**src/rtl/pipe_ctrl.sv**
```systemverilog
// Pipeline control: stall vector arbitration and mispredict flush/redirect sequencing.
// Optional performance counters are enabled by defining PIPE_PERF_CNT_EN.
module pipe_ctrl #(
  parameter int STALL_W = 6,
  parameter int ADDR_W  = 32
`ifdef PIPE_PERF_CNT_EN
  , parameter int CNT_W = 32
`endif
) (
  input  logic               clk,
  input  logic               rst,
  input  logic               rdy_in,
  input  logic               stallreq_if,
  input  logic               stallreq_id,
  input  logic               stallreq_mem,
  input  logic               ex_jmp_wrong_i,
  input  logic [ADDR_W-1:0]  ex_jmp_target_i,
  output logic [STALL_W-1:0] stall,
  output logic               flush_o,
  output logic [ADDR_W-1:0]  redirect_pc_o,
  output logic               busy_o
`ifdef PIPE_PERF_CNT_EN
  ,
  output logic [CNT_W-1:0]   cnt_stall_o,
  output logic [CNT_W-1:0]   cnt_flush_o,
  output logic [CNT_W-1:0]   cnt_hold_o
`endif
);

  typedef enum logic {RUN = 1'b0, HOLD = 1'b1} state_e;

  localparam logic [STALL_W-1:0] STALL_ALL = '1;
  localparam logic [STALL_W-1:0] STALL_MEM = {{(STALL_W-5){1'b0}}, 5'b11111};
  localparam logic [STALL_W-1:0] STALL_ID  = {{(STALL_W-3){1'b0}}, 3'b111};
  localparam logic [STALL_W-1:0] STALL_IF  = {{(STALL_W-2){1'b0}}, 2'b11};

  state_e              state_q;
  logic [ADDR_W-1:0]   pend_q;

  logic                ex_stop;
  logic                flush_c;
  logic [STALL_W-1:0]  stall_c;
  logic [ADDR_W-1:0]   redirect_c;

  // ex is frozen exactly when rdy_in drops or mem stalls; computing it apart
  // from the full vector keeps flush -> id-suppression free of a comb loop.
  assign ex_stop = ~rdy_in | stallreq_mem;

  always_comb begin
    flush_c    = 1'b0;
    redirect_c = '0;
    stall_c    = '0;
    if (state_q == HOLD) begin
      flush_c = ~ex_stop;
      if (flush_c) redirect_c = pend_q;
    end else begin
      flush_c = ex_jmp_wrong_i & ~ex_stop;
      if (flush_c) redirect_c = ex_jmp_target_i;
    end
    if (!rdy_in)                       stall_c = STALL_ALL;
    else if (stallreq_mem)             stall_c = STALL_MEM;
    else if (stallreq_id && !flush_c)  stall_c = STALL_ID;
    else if (stallreq_if)              stall_c = STALL_IF;
    if (!rst) begin
      flush_c    = 1'b0;
      redirect_c = '0;
      stall_c    = '0;
    end
  end

  assign stall         = stall_c;
  assign flush_o       = flush_c;
  assign redirect_pc_o = redirect_c;
  assign busy_o        = rst & (state_q == HOLD);

  always_ff @(posedge clk) begin
    if (!rst) begin
      state_q <= RUN;
      pend_q  <= '0;
    end else begin
      case (state_q)
        RUN: begin
          if (ex_jmp_wrong_i && ex_stop) begin
            state_q <= HOLD;
            pend_q  <= ex_jmp_target_i;
          end
        end
        HOLD: begin
          // ex still holds the same mispredicted instruction; its re-assertion is ignored.
          if (!ex_stop) state_q <= RUN;
        end
        default: state_q <= RUN;
      endcase
    end
  end

`ifdef PIPE_PERF_CNT_EN
  logic [CNT_W-1:0] cnt_stall_q, cnt_flush_q, cnt_hold_q;

  always_ff @(posedge clk) begin
    if (!rst) begin
      cnt_stall_q <= '0;
      cnt_flush_q <= '0;
      cnt_hold_q  <= '0;
    end else begin
      if (|stall_c && cnt_stall_q != '1)            cnt_stall_q <= cnt_stall_q + 1'b1;
      if (flush_c && cnt_flush_q != '1)             cnt_flush_q <= cnt_flush_q + 1'b1;
      if (state_q == HOLD && cnt_hold_q != '1)      cnt_hold_q  <= cnt_hold_q + 1'b1;
    end
  end

  assign cnt_stall_o = cnt_stall_q;
  assign cnt_flush_o = cnt_flush_q;
  assign cnt_hold_o  = cnt_hold_q;
`endif

endmodule

```
**config.mk**
```make
export PLATFORM = sky130hd
export DESIGN_NAME = pipe_ctrl
export DESIGN_NICKNAME = d
export VERILOG_FILES = /design/src/rtl/pipe_ctrl.sv
export SDC_FILE = /design/constraint.sdc
export NUM_CORES = 1
export LEC_CHECK = 0
export BUFFER_PORTS_ARGS = -buffer_cell sky130_fd_sc_hd__buf_2
export CAP_MARGIN = 15
export CORE_AREA = 3 3 88 48
export CTS_BUF_LIST = sky130_fd_sc_hd__clkbuf_8
export DETAILED_ROUTE_END_ITERATION = 8
export DIE_AREA = 0 0 91 51
export PLACE_DENSITY = 0.79
export SYNTH_ARGS = -nofsm -noshare
export SYNTH_HDL_FRONTEND = slang
export SYNTH_SLANG_ARGS = --single-unit
```
**constraint.sdc**
```tcl
create_clock -name clk -period 1.7 [get_ports clk]
set_input_delay 0.51 -clock clk [delete_from_list [all_inputs] [get_ports clk]]
set_output_delay 0.51 -clock clk [all_outputs]
set_load 0.02 [all_outputs]
```
==> Word-level counts from Yosys, hierarchy flattened <==
Index checks and enable logic that the tools add are counted.
{ "op_classes": {"mux": 14, "bitwise": 6, "n_reduce_logical": 4} }
{ "ops": {"columns": ["cell", "n"], "rows": [
  ["32-bit two-way mux", 4],
  ["6-bit two-way mux", 2],
  ["5-bit two-way mux", 1],
  ["1-bit two-way mux", 4],
  ["3-bit two-way mux", 1],
  ["1-bit NOT", 3],
  ["1-bit AND", 2],
  ["1-bit logical AND", 2],
  ["2-bit two-way mux", 1],
  ["1-bit one-hot mux with 2 select lines", 1],
  ["2-bit AND reduction", 1],
  ["1-bit logical NOT", 1],
  ["1-bit OR", 1]
]} }
{ "totals": {"regBits": 33, "out_inout_bits": 40, "wordCells": 26} }

==> Depth between registers and ports, before layout <==
Gate-level depths: netlist of the first run.
{ "depth": {"ltp_word": 11, "ltp_mapped": 4, "ltp_nobuf": 3} }

==> Worst setup path after synthesis of the first run <==
OpenSTA, ideal clock, no wires.
{ "synth_path": {"path_kind": "in2out", "start": "input port rst", "end": "output port redirect_pc_o[19]", "t_arrival_ns": 1.373, "slack_ns": -0.183, "stages": 4, "n_path_buf": 2, "path_cell_list": "buf_2 > clkbuf_1 > nand2_1 > o22ai_1"} }
{ "synth_between": {"elab_chain_len": 1} }
{ "synth_rtl": {"columns": ["item", "line_no", "rtl"], "rows": [
  ["start: declaration", "11", "input logic rst,"],
  ["32-bit two-way mux", "64", "if (!rst) begin"],
  ["end: declaration", "20", "output logic [ADDR_W-1:0] redirect_pc_o,"]
]} }
Every way passes these cells.

==> Final worst setup path of the first run <==
{ "layout_path": {"start": "input port ex_jmp_wrong_i", "end": "output port redirect_pc_o[29]"} }
{ "layout_between": {"elab_chain_len": 4} }
{ "layout_rtl": {"columns": ["item", "line_no", "rtl"], "rows": [
  ["start: declaration", "16", "input logic ex_jmp_wrong_i,"],
  ["1-bit AND", "57", "flush_c = ex_jmp_wrong_i & ~ex_stop;"],
  ["32-bit two-way mux", "58", "if (flush_c) redirect_c = ex_jmp_target_i;"],
  ["32-bit two-way mux", "53", "if (state_q == HOLD) begin"],
  ["32-bit two-way mux", "64", null]
]} }
Every way passes these cells.

==> results of run 1 <==
[logic make-up after synthesis]
logic type | share of synthesized area, %
DFF | 40.6
buffers and inverters | 7.14
and+or+nand+nor | 19.0
AOI/OAI and AO/OA | 13.6
muxes | 19.7
[timing repair]
action,CTS,global route
gates resized for setup,82,6
setup endpoints to repair,37,39
setup buffers,1,0
cloned,2,0
pin swaps,2,0
[cell usage in the layout (no fill, tap or decap), types with 2 or more instances in the layout]
master    netlist  final
mux2i_1        32     32
nor2_1          2      2
buf_6           3     39
buf_16          0      2
buf_12          0      8
nand2_4         0      2
clkbuf_8        0      6
o22ai_4         0     31
buf_4           2     25
buf_2          12     38
nand2_1        66     64
dfxtp_1        33     32
[power groups by stage]
stage,clock network (mW),registers [mW],logic (mW)
5_1_grt,0.864,0.843,0.591
3_3_place_gp,0,0.851,0.452
2_1_floorplan,0,0.851,0.313
3_5_place_dp,0,0.852,0.466
6_report,0.818,0.842,0.565
4_1_cts,0.801,0.836,0.524
[path summary, 6_finish.rpt]
check                                         from                 to  slack, ns  cells past startpoint
worst min-delay path            ex_jmp_target_i[6]          pend_q[6]       0.53                      3
worst max register to register             state_q         pend_q[25]       0.35                      5
worst max-delay path                ex_jmp_wrong_i  redirect_pc_o[29]      -0.32                      6
worst min register to register           pend_q[7]          pend_q[7]       0.53                      2
[registers in the layout, indices dropped and copies added, names as in the netlist]
| name | count |
|---|---|
| state_q | 1 |
| pend_q | 32 |
[layer usage]
metal,vias up,share of wire [%]
li1,883,-
met1,981,38
met2,120,51
met3,47,5.1
met4,0,6.2
met5,-,0
[tightest hold or removal path: stages]
cell     delay, ns
buf_2         0.07
nand2_1       0.09
mux2i_1       0.13
[through the flow]
step / total power, mW / instance area (um2) / cells / hold slack, ns
floorplan: 1.16 / 2110 / 195 / 0.447
global placement: 1.30 / 2750 / 336 / 0.462
detailed placement: 1.32 / 2750 / 336 / 0.473
CTS: 2.16 / 3180 / 347 / 0.484
global route: 2.30 / 3200 / 347 / 0.552
finish: 2.22 / 3200 / 347 / 0.533
[layout make-up]
type                    instances  area [um2]
clock buffers                   6        82.6
clock inverters                 2        37.5
multi-input cells             143        1330
fillers                       116         249
well taps                      51        63.8
repair buffers                112        1030
flip-flops and latches         33         662
==> run summary, run 1 <==
Core Box Area = 3450 um2
Final #Nets = 334
Cell area power density = 694 nW/um2
Outcome = finished, violations left
GPL Wtd Cong = 0.720
Max IR drop VDD = 0.458 mV
Initial core utilization = 47.2%
Met3 Use GR = 6.32%
Num ports = 79
Clock share of power = 36.8%
Logic pwr share = 25.4%
Final setup violation count = 35
Maximum fanout along the worst path = 18
Yosys top cell by area = dfxtp_1
Residual DRC = 0
Routed wire per std cell = 22.4 um
Final core occ = 92.8%
Ranking of synthesized cells by area = dfxtp_1 (41%), mux2i_1 (20%), nand2_1 (15%), o22ai_1 (12%), buf_2 (3.7%)
Asr flop ratio synth = 0%
Critical path's largest stage delay = 0.25 ns
Critical Path RT = 1.19 ns
Clock buffer depth = 2
Synth Flop Type = dfxtp_1
Post-DP HPWL = 3420 um
Crit path max-delay family = buffers and inverters
Leak Pwr = 1.39 nW
Failing checks = setup timing
Buf/Inv on CP = 3
Distinct cell type count after synthesis = 19
Vias per cell = 5.85
N_diodes = 0
CTS root buf = clkbuf_8
Tmin final = 2.02 ns
Max-cap violations = 0
Initial drt markers = 88
CP Cell Sequence = buf_2, nor2b_2, nand2_4, buf_12, o22ai_4, buf_6
Max_slew headroom = 84.0%
Num CTS Buffers = 5
Final ANT Viol Nets = 0
Layout cells sized above 1 = 54.7%
Number of global-route vias before repair = 2197
Switch Pwr = 0.670 mW
CTS tree = built
Commonest cells post-synth = nand2_1 (66), dfxtp_1 (33), mux2i_1 (32), o22ai_1 (32), buf_2 (12)
Met2 Use GR = 60.8%
CP arrival = 1.51 ns
Synth Warn # = 0
Fin. max-slew vios = 0
IO buf count = 78
Total Neg Setup Slack = -9.83 ns
DR vias = 2031
CTS Hold Bufs = 0
Most frequent cell after synthesis = nand2_1
Final WS setup = -0.318 ns
Fin. Hold Viols = 0
Drt first pass iters = 4
Clock slew seen by the registers of the worst setup and hold paths = 0.08 ns
Total grt overflow = 0
GRT Overall Usage = 32.2%
Worst-Margin Slew = 0.233 ns
Setup Skew = 0.00354 ns
Layout area overhead = 96.7%
Worst Setup Start Kind = primary input
Post-synth top area share = 40.6%
EDFF count, synth = 0
Row count = 15
First-pass GRT wire length = 11400 um
DP Worst Slack = -0.366 ns
Level count of the clock H-tree = 2
Die area = 4640 um2
GR met1 Demand/Resource = 33.5%
Die width = 91 um
Post-synthesis sequential area ratio = 40.6%
Kind of critical path = in2out
RSZ-0062 raised after global routing = yes
Height of the die = 51 um
CTS sink cnt = 33
Internal = 1.55 mW
Antenna violations before repair = 0
Global route hottest layer = met2
Sw frac = 30.1%
Fin crit share = 119%
Seq pwr share = 37.8%
CP max stage cell = nor2b_2
Syn_area_per_cell = 8.35 um2
Synthesized area = 1630 um2
#FFs+latches synth = 33
Total Wirelength = 7760 um
Largest net degree at the start of global routing = 22
Clock latency on the worst-skew pair = 0.30 ns
Syn Nets = 234
Syn Inst Count = 195
Fmax = 495 MHz
CP endpoint kind = primary output
Worst min path class = in2reg
No activity file was read; power rests on OpenSTA's default activity.
==> inputs of run 2 (changes only) <==
--- a/config.mk
+++ b/config.mk
@@ -7,11 +7,11 @@
 export LEC_CHECK = 0
 export BUFFER_PORTS_ARGS = -buffer_cell sky130_fd_sc_hd__buf_2
 export CAP_MARGIN = 15
-export CORE_AREA = 3 3 88 48
+export CORE_AREA = 3 3 84 46
 export CTS_BUF_LIST = sky130_fd_sc_hd__clkbuf_8
 export DETAILED_ROUTE_END_ITERATION = 8
-export DIE_AREA = 0 0 91 51
-export PLACE_DENSITY = 0.79
+export DIE_AREA = 0 0 87 49
+export PLACE_DENSITY = 0.86
 export SYNTH_ARGS = -nofsm -noshare
 export SYNTH_HDL_FRONTEND = slang
 export SYNTH_SLANG_ARGS = --single-unit
==> constraint.sdc (replaced) <==
create_clock -name clk -period 2.45 [get_ports clk]
set_input_delay 0.735 -clock clk [delete_from_list [all_inputs] [get_ports clk]]
set_output_delay 0.735 -clock clk [all_outputs]
set_load 0.02 [all_outputs]
==> run summary, run 2 (synthesis results as in run 1) <==
DP Worst Slack = 0.00775 ns
Clock latency on the worst-skew pair = 0.28 ns
GRT Overall Usage = 18.1%
Regs by FF count = pend_q x32, state_q x1
CTS sink cnt = 33
Worst R2R Start = state_q
Final instance area = 2270 um2
Clock slew seen by the registers of the worst setup and hold paths = 0.06 ns
Fin. Hold Viols = 0
Final ANT Viol Nets = 0
Residual DRC = 0
Setup Skew = 0.00424 ns
Antenna violations before repair = 0
Worst R2R End = pend_q[23]
Fin cells = 307
Max-cap violations = 0
Number of global-route vias before repair = 1478
Worst Setup Start Kind = primary input
Outcome = finished, violations left
GPL Wtd Cong = 0.758
N_diodes = 0
Sw frac = 27.0%
R2R setup slack = 1.29 ns
Seq pwr share = 49.3%
Final #Nets = 307
Num CTS Buffers = 5
IO buf count = 78
Max IR drop VDD = 0.307 mV
Worst-Margin Slew = 0.278 ns
Maximum fanout along the worst path = 32
Worst hold margin = 0.472 ns
CP arrival = 1.72 ns
Switch Pwr = 0.319 mW
Commonest cells after routing, fill and taps aside = nand2_1 (65), buf_2 (52), dfxtp_1 (33), mux2i_1 (32), buf_4 (27)
Core Box Area = 3070 um2
Logic pwr share = 19.8%
Final setup violation count = 1
Clock buffer depth = 2
Layout area overhead = 39.2%
Cell area power density = 520 nW/um2
Critical Path RT = 1.71 ns
Post-DP HPWL = 2650 um
Min-delay src = pend_q[22]
Level count of the clock H-tree = 2
Die area = 4260 um2
Final core occ = 74.0%
R2R depth = 4
Failing checks = setup timing
Initial drt markers = 86
Leak Pwr = 1.15 nW
Routed wire per std cell = 14.0 um
CTS tree = built
RSZ-0062 raised after global routing = yes
WHS Path Cells = 2
Num ports = 79
Internal = 0.861 mW
Largest net degree at the start of global routing = 54
Leading cell type in the layout, fill and taps excluded = nand2_1
CTS Hold Bufs = 0
Die width = 87 um
First-pass GRT wire length = 6240 um
Drt first pass iters = 4
Number of instances in the placed design = 299
Min-Delay Endpoint = pend_q[22]
Height of the die = 49 um
CTS root buf = clkbuf_8
Max_slew headroom = 81.3%
Worst min path class = reg2reg
Row count = 14
Layout cells sized above 1 = 37.8%
Initial core utilization = 53.1%
Max FFs per register = 32
Fin crit share = 100%
Tmin final = 2.46 ns
Fmax = 407 MHz
Kind of critical path = in2out
Placed Area = 2040 um2
Fillcell total = 234
Total grt overflow = 0
Clock share of power = 31.0%
Vias per cell = 5.39
DR vias = 1655
Biggest register = pend_q
Final WS setup = -0.00955 ns
Fin. max-slew vios = 0
Total Wirelength = 4310 um
CP endpoint kind = primary output
-- run 2: how the worst max path moves through the flow --
stage / cells past startpoint / slack [ns] / endpoint / start
detailed placement: 6 / 0.008 / redirect_pc_o[18] / stallreq_mem
finish: 6 / -0.01 / redirect_pc_o[18] / stallreq_mem
floorplan: 4 / 0.12 / redirect_pc_o[19] / rst
global placement: 6 / 0.04 / redirect_pc_o[31] / stallreq_mem
global route: 6 / -0.05 / redirect_pc_o[18] / stallreq_mem
CTS: 6 / 0.006 / redirect_pc_o[18] / stallreq_mem
-- run 2: per-stage QoR --
step                      power, mW  setup TNS (ns)
after detailed placement      0.806               0
after global routing           1.23          -0.958
after floorplan               0.740               0
after global placement        0.800               0
final                          1.18        -0.00955
after CTS                      1.17               0
-- run 2: per-layer routing --
layer,vias to the layer above,track usage (%),part of all wire [%]
li1,826,-,-
met1,783,20.4,41
met2,38,32.1,52
met4,0,7.25,1.5
met5,-,0,0
met3,8,5.06,5.1
-- run 2: power groups by stage --
stage / Combinational [mW] / Sequential (mW) / Clock, mW
2_1_floorplan: 0.150 / 0.590 / 0
3_3_place_gp: 0.209 / 0.591 / 0
3_5_place_dp: 0.214 / 0.593 / 0
4_1_cts: 0.215 / 0.581 / 0.371
5_1_grt: 0.253 / 0.583 / 0.393
6_report: 0.233 / 0.581 / 0.366
-- run 2: area by class of cell --
class / count / area, um2 / area share (%)
clock buffers: 5 / 68.8 / 3.04
clock inverters: 1 / 5.00 / 0.221
multi-input cells: 143 / 903 / 39.8
well taps: 40 / 50.0 / 2.21
flip-flops and latches: 33 / 661 / 29.1
repair buffers: 85 / 579 / 25.6
-- run 2: critical path: stages --
cell	delay, ns
buf_2	0.10
and2b_2	0.26
nand2_1	0.11
buf_12	0.19
o22ai_1	0.15
buf_4	0.17
-- run 2: repair_timing --
item | CTS | global route
buffers inserted | 0 | 0
setup endpoints to repair | 0 | 32
gates resized for setup | 0 | 36
==> inputs of run 3 (changes only) <==
==> config.mk (replaced) <==
export PLATFORM = sky130hd
export DESIGN_NAME = pipe_ctrl
export DESIGN_NICKNAME = d
export VERILOG_FILES = /design/src/rtl/pipe_ctrl.sv
export SDC_FILE = /design/constraint.sdc
export NUM_CORES = 1
export LEC_CHECK = 0
export ABC_AREA = 1
export BUFFER_PORTS_ARGS = -buffer_cell sky130_fd_sc_hd__buf_2
export CAP_MARGIN = 15
export CORE_AREA = 3 3 103 56
export CTS_BUF_LIST = sky130_fd_sc_hd__clkbuf_8
export DETAILED_ROUTE_END_ITERATION = 8
export DIE_AREA = 0 0 106 59
export PLACE_DENSITY = 0.82
export SYNTH_ARGS = -nofsm -noshare
export SYNTH_HDL_FRONTEND = slang
export SYNTH_SLANG_ARGS = --single-unit
==> run summary, run 3 <==
N_diodes = 0
Outcome = finished clean
IO buf count = 78
Fin. max-slew vios = 0
Max FFs per register = 32
Worst min path class = reg2reg
DP Worst Slack = 0.0825 ns
Total grt overflow = 0
Layout cells sized above 1 = 20.9%
Critical Path RT = 1.71 ns
Tmin final = 2.35 ns
Max-cap violations = 0
#FFs+latches synth = 33
Post-synthesis sequential area ratio = 24.8%
Critical path's largest stage delay = 0.19 ns
CTS sink cnt = 33
Leak Pwr = 1.85 nW
Commonest cells after routing, fill and taps aside = inv_1 (100), nand2_1 (99), buf_2 (76), nor2_1 (66), nand3_1 (65)
Worst hold margin = 0.479 ns
Largest net degree at the start of global routing = 65
Syn_area_per_cell = 5.54 um2
Num ports = 79
First-pass GRT wire length = 10800 um
Max IR drop VDD = 0.207 mV
Core Box Area = 4860 um2
GPL Wtd Cong = 0.798
Number of global-route vias before repair = 2511
Total Neg Setup Slack = 0 ns
Fillcell total = 465
DR vias = 3008
Worst Setup Start Kind = primary input
GRT Overall Usage = 20.9%
Commonest cells post-synth = inv_1 (100), nand2_1 (100), nor2_1 (67)
Post-DP HPWL = 4430 um
Cell area power density = 468 nW/um2
Vias per cell = 4.92
Clock buffer depth = 2
CP Cell Sequence = buf_2, inv_2, nand2_2, nand2_2, clkbuf_16, nand3_1, nor2_1, buf_2
Antenna violations before repair = 0
Die area = 6250 um2
Syn Inst Count = 480
Maximum fanout along the worst path = 16
Final WS setup = 0.103 ns
Routed wire per std cell = 10.9 um
Clock latency on the worst-skew pair = 0.29 ns
Buf/Inv on CP = 4
Row count = 18
Level count of the clock H-tree = 2
Final setup violation count = 0
Max_slew headroom = 58.7%
Leading cell type in the layout, fill and taps excluded = inv_1
Num CTS Buffers = 5
Synth Warn # = 0
Yosys top cell by area = dfxtp_1
Regs by FF count = pend_q x32, state_q x1
Distinct cell type count after synthesis = 16
Synthesized area = 2660 um2
Initial drt markers = 247
Crit path max-delay family = buffers and inverters
CTS tree = built
Asr flop ratio synth = 0%
Syn Nets = 519
Setup Skew = 0.00471 ns
CP max stage cell = clkbuf_16
CTS root buf = clkbuf_8
Initial core utilization = 54.7%
Worst-Margin Slew = 0.619 ns
Fmax = 426 MHz
Final ANT Viol Nets = 0
EDFF count, synth = 0
CP arrival = 1.61 ns
Final #Nets = 579
Kind of critical path = in2out
Synth Flop Type = dfxtp_1
Die width = 106 um
Clock slew seen by the registers of the worst setup and hold paths = 0.07 ns
Post-synth top area share = 24.8%
Total Wirelength = 6680 um
Fin crit share = 95.8%
CTS Hold Bufs = 0
Fin. Hold Viols = 0
Drt first pass iters = 4
Residual DRC = 0
Height of the die = 59 um
CP endpoint kind = primary output
Biggest register = pend_q
Ranking of synthesized cells by area = dfxtp_1 (25%), inv_1 (14%), nand2_1 (14%), nand3_1 (12%), nor2_1 (9.4%)
Layout area overhead = 20.9%
run 3: cell types whose count changed in the layout (fill, tap and decap cells not counted), moves of 34 or more:
cell and change:
inv_1 +100, nand2_1 +34, nand3_1 +65, nor2_1 +64
run 3: through the flow:
step	utilization [%]	instance area, um2	instances	power, mW
floorplan	-	2670	480	0.972
global placement	63.6	3090	602	1.10
detailed placement	63.6	3090	602	1.10
CTS	65.3	3180	610	1.50
global route	66.1	3220	611	1.61
finish	66.1	3220	611	1.50
run 3: path summary, 6_finish.rpt:
kind	startpoint	end	slack, ns	depth (start not counted)
setup / recovery	stallreq_mem	redirect_pc_o[1]	0.10	8
hold / removal	pend_q[8]	pend_q[8]	0.48	2
setup reg to reg	state_q	pend_q[15]	0.98	6
hold reg to reg	pend_q[8]	pend_q[8]	0.48	2
run 3: kinds of logic (layout without fill, tap and decap cells):
logic type / Yosys count / count (layout) / synth area share (%)
AND/OR/NAND/NOR: 269 / 269 / 44.9
buffers and inverters: 146 / 207 / 24.3
flip-flops: 33 / 33 / 24.8
AO/OA/AOI/OAI: 32 / 32 / 6.02
run 3: power by group:
group,switching [mW],total (mW),internal [mW]
logic,0.308,0.500,0.193
registers,0.0218,0.602,0.580
clock network,0.206,0.402,0.196
run 3: worst min-delay path, stage by stage (launching register included):
cell,delay [ns]
dfxtp_1,0.33
a21oi_1,0.04
nor2_1,0.08
run 3: final cells by class:
cell class	instances	area, um2	share of cell area, %
Clock buffer	5	68.8	2.14
Clock inverter	3	17.5	0.545
Inverter	102	383	11.9
Multi-Input combinational cell	301	1370	42.4
Sequential cell	33	661	20.5
Tap cell	70	87.6	2.72
Timing Repair Buffer	97	634	19.7
run 3: routing by layer:
metal  share of wire, %  global-route usage [%]  up-vias
li1                   -                       -     1588
met1                 46                    26.4     1289
met2                 44                    35.9      118
met3                8.4                    4.57       13
met4                1.5                    7.75        0
met5                  0                       0        -
run 3: what timing repair did:
action	4_1_cts	5_1_grt
setup endpoints to repair	0	11
endpoints found under the hold margin	0	0
buffers inserted	0	0
resized for setup	0	5
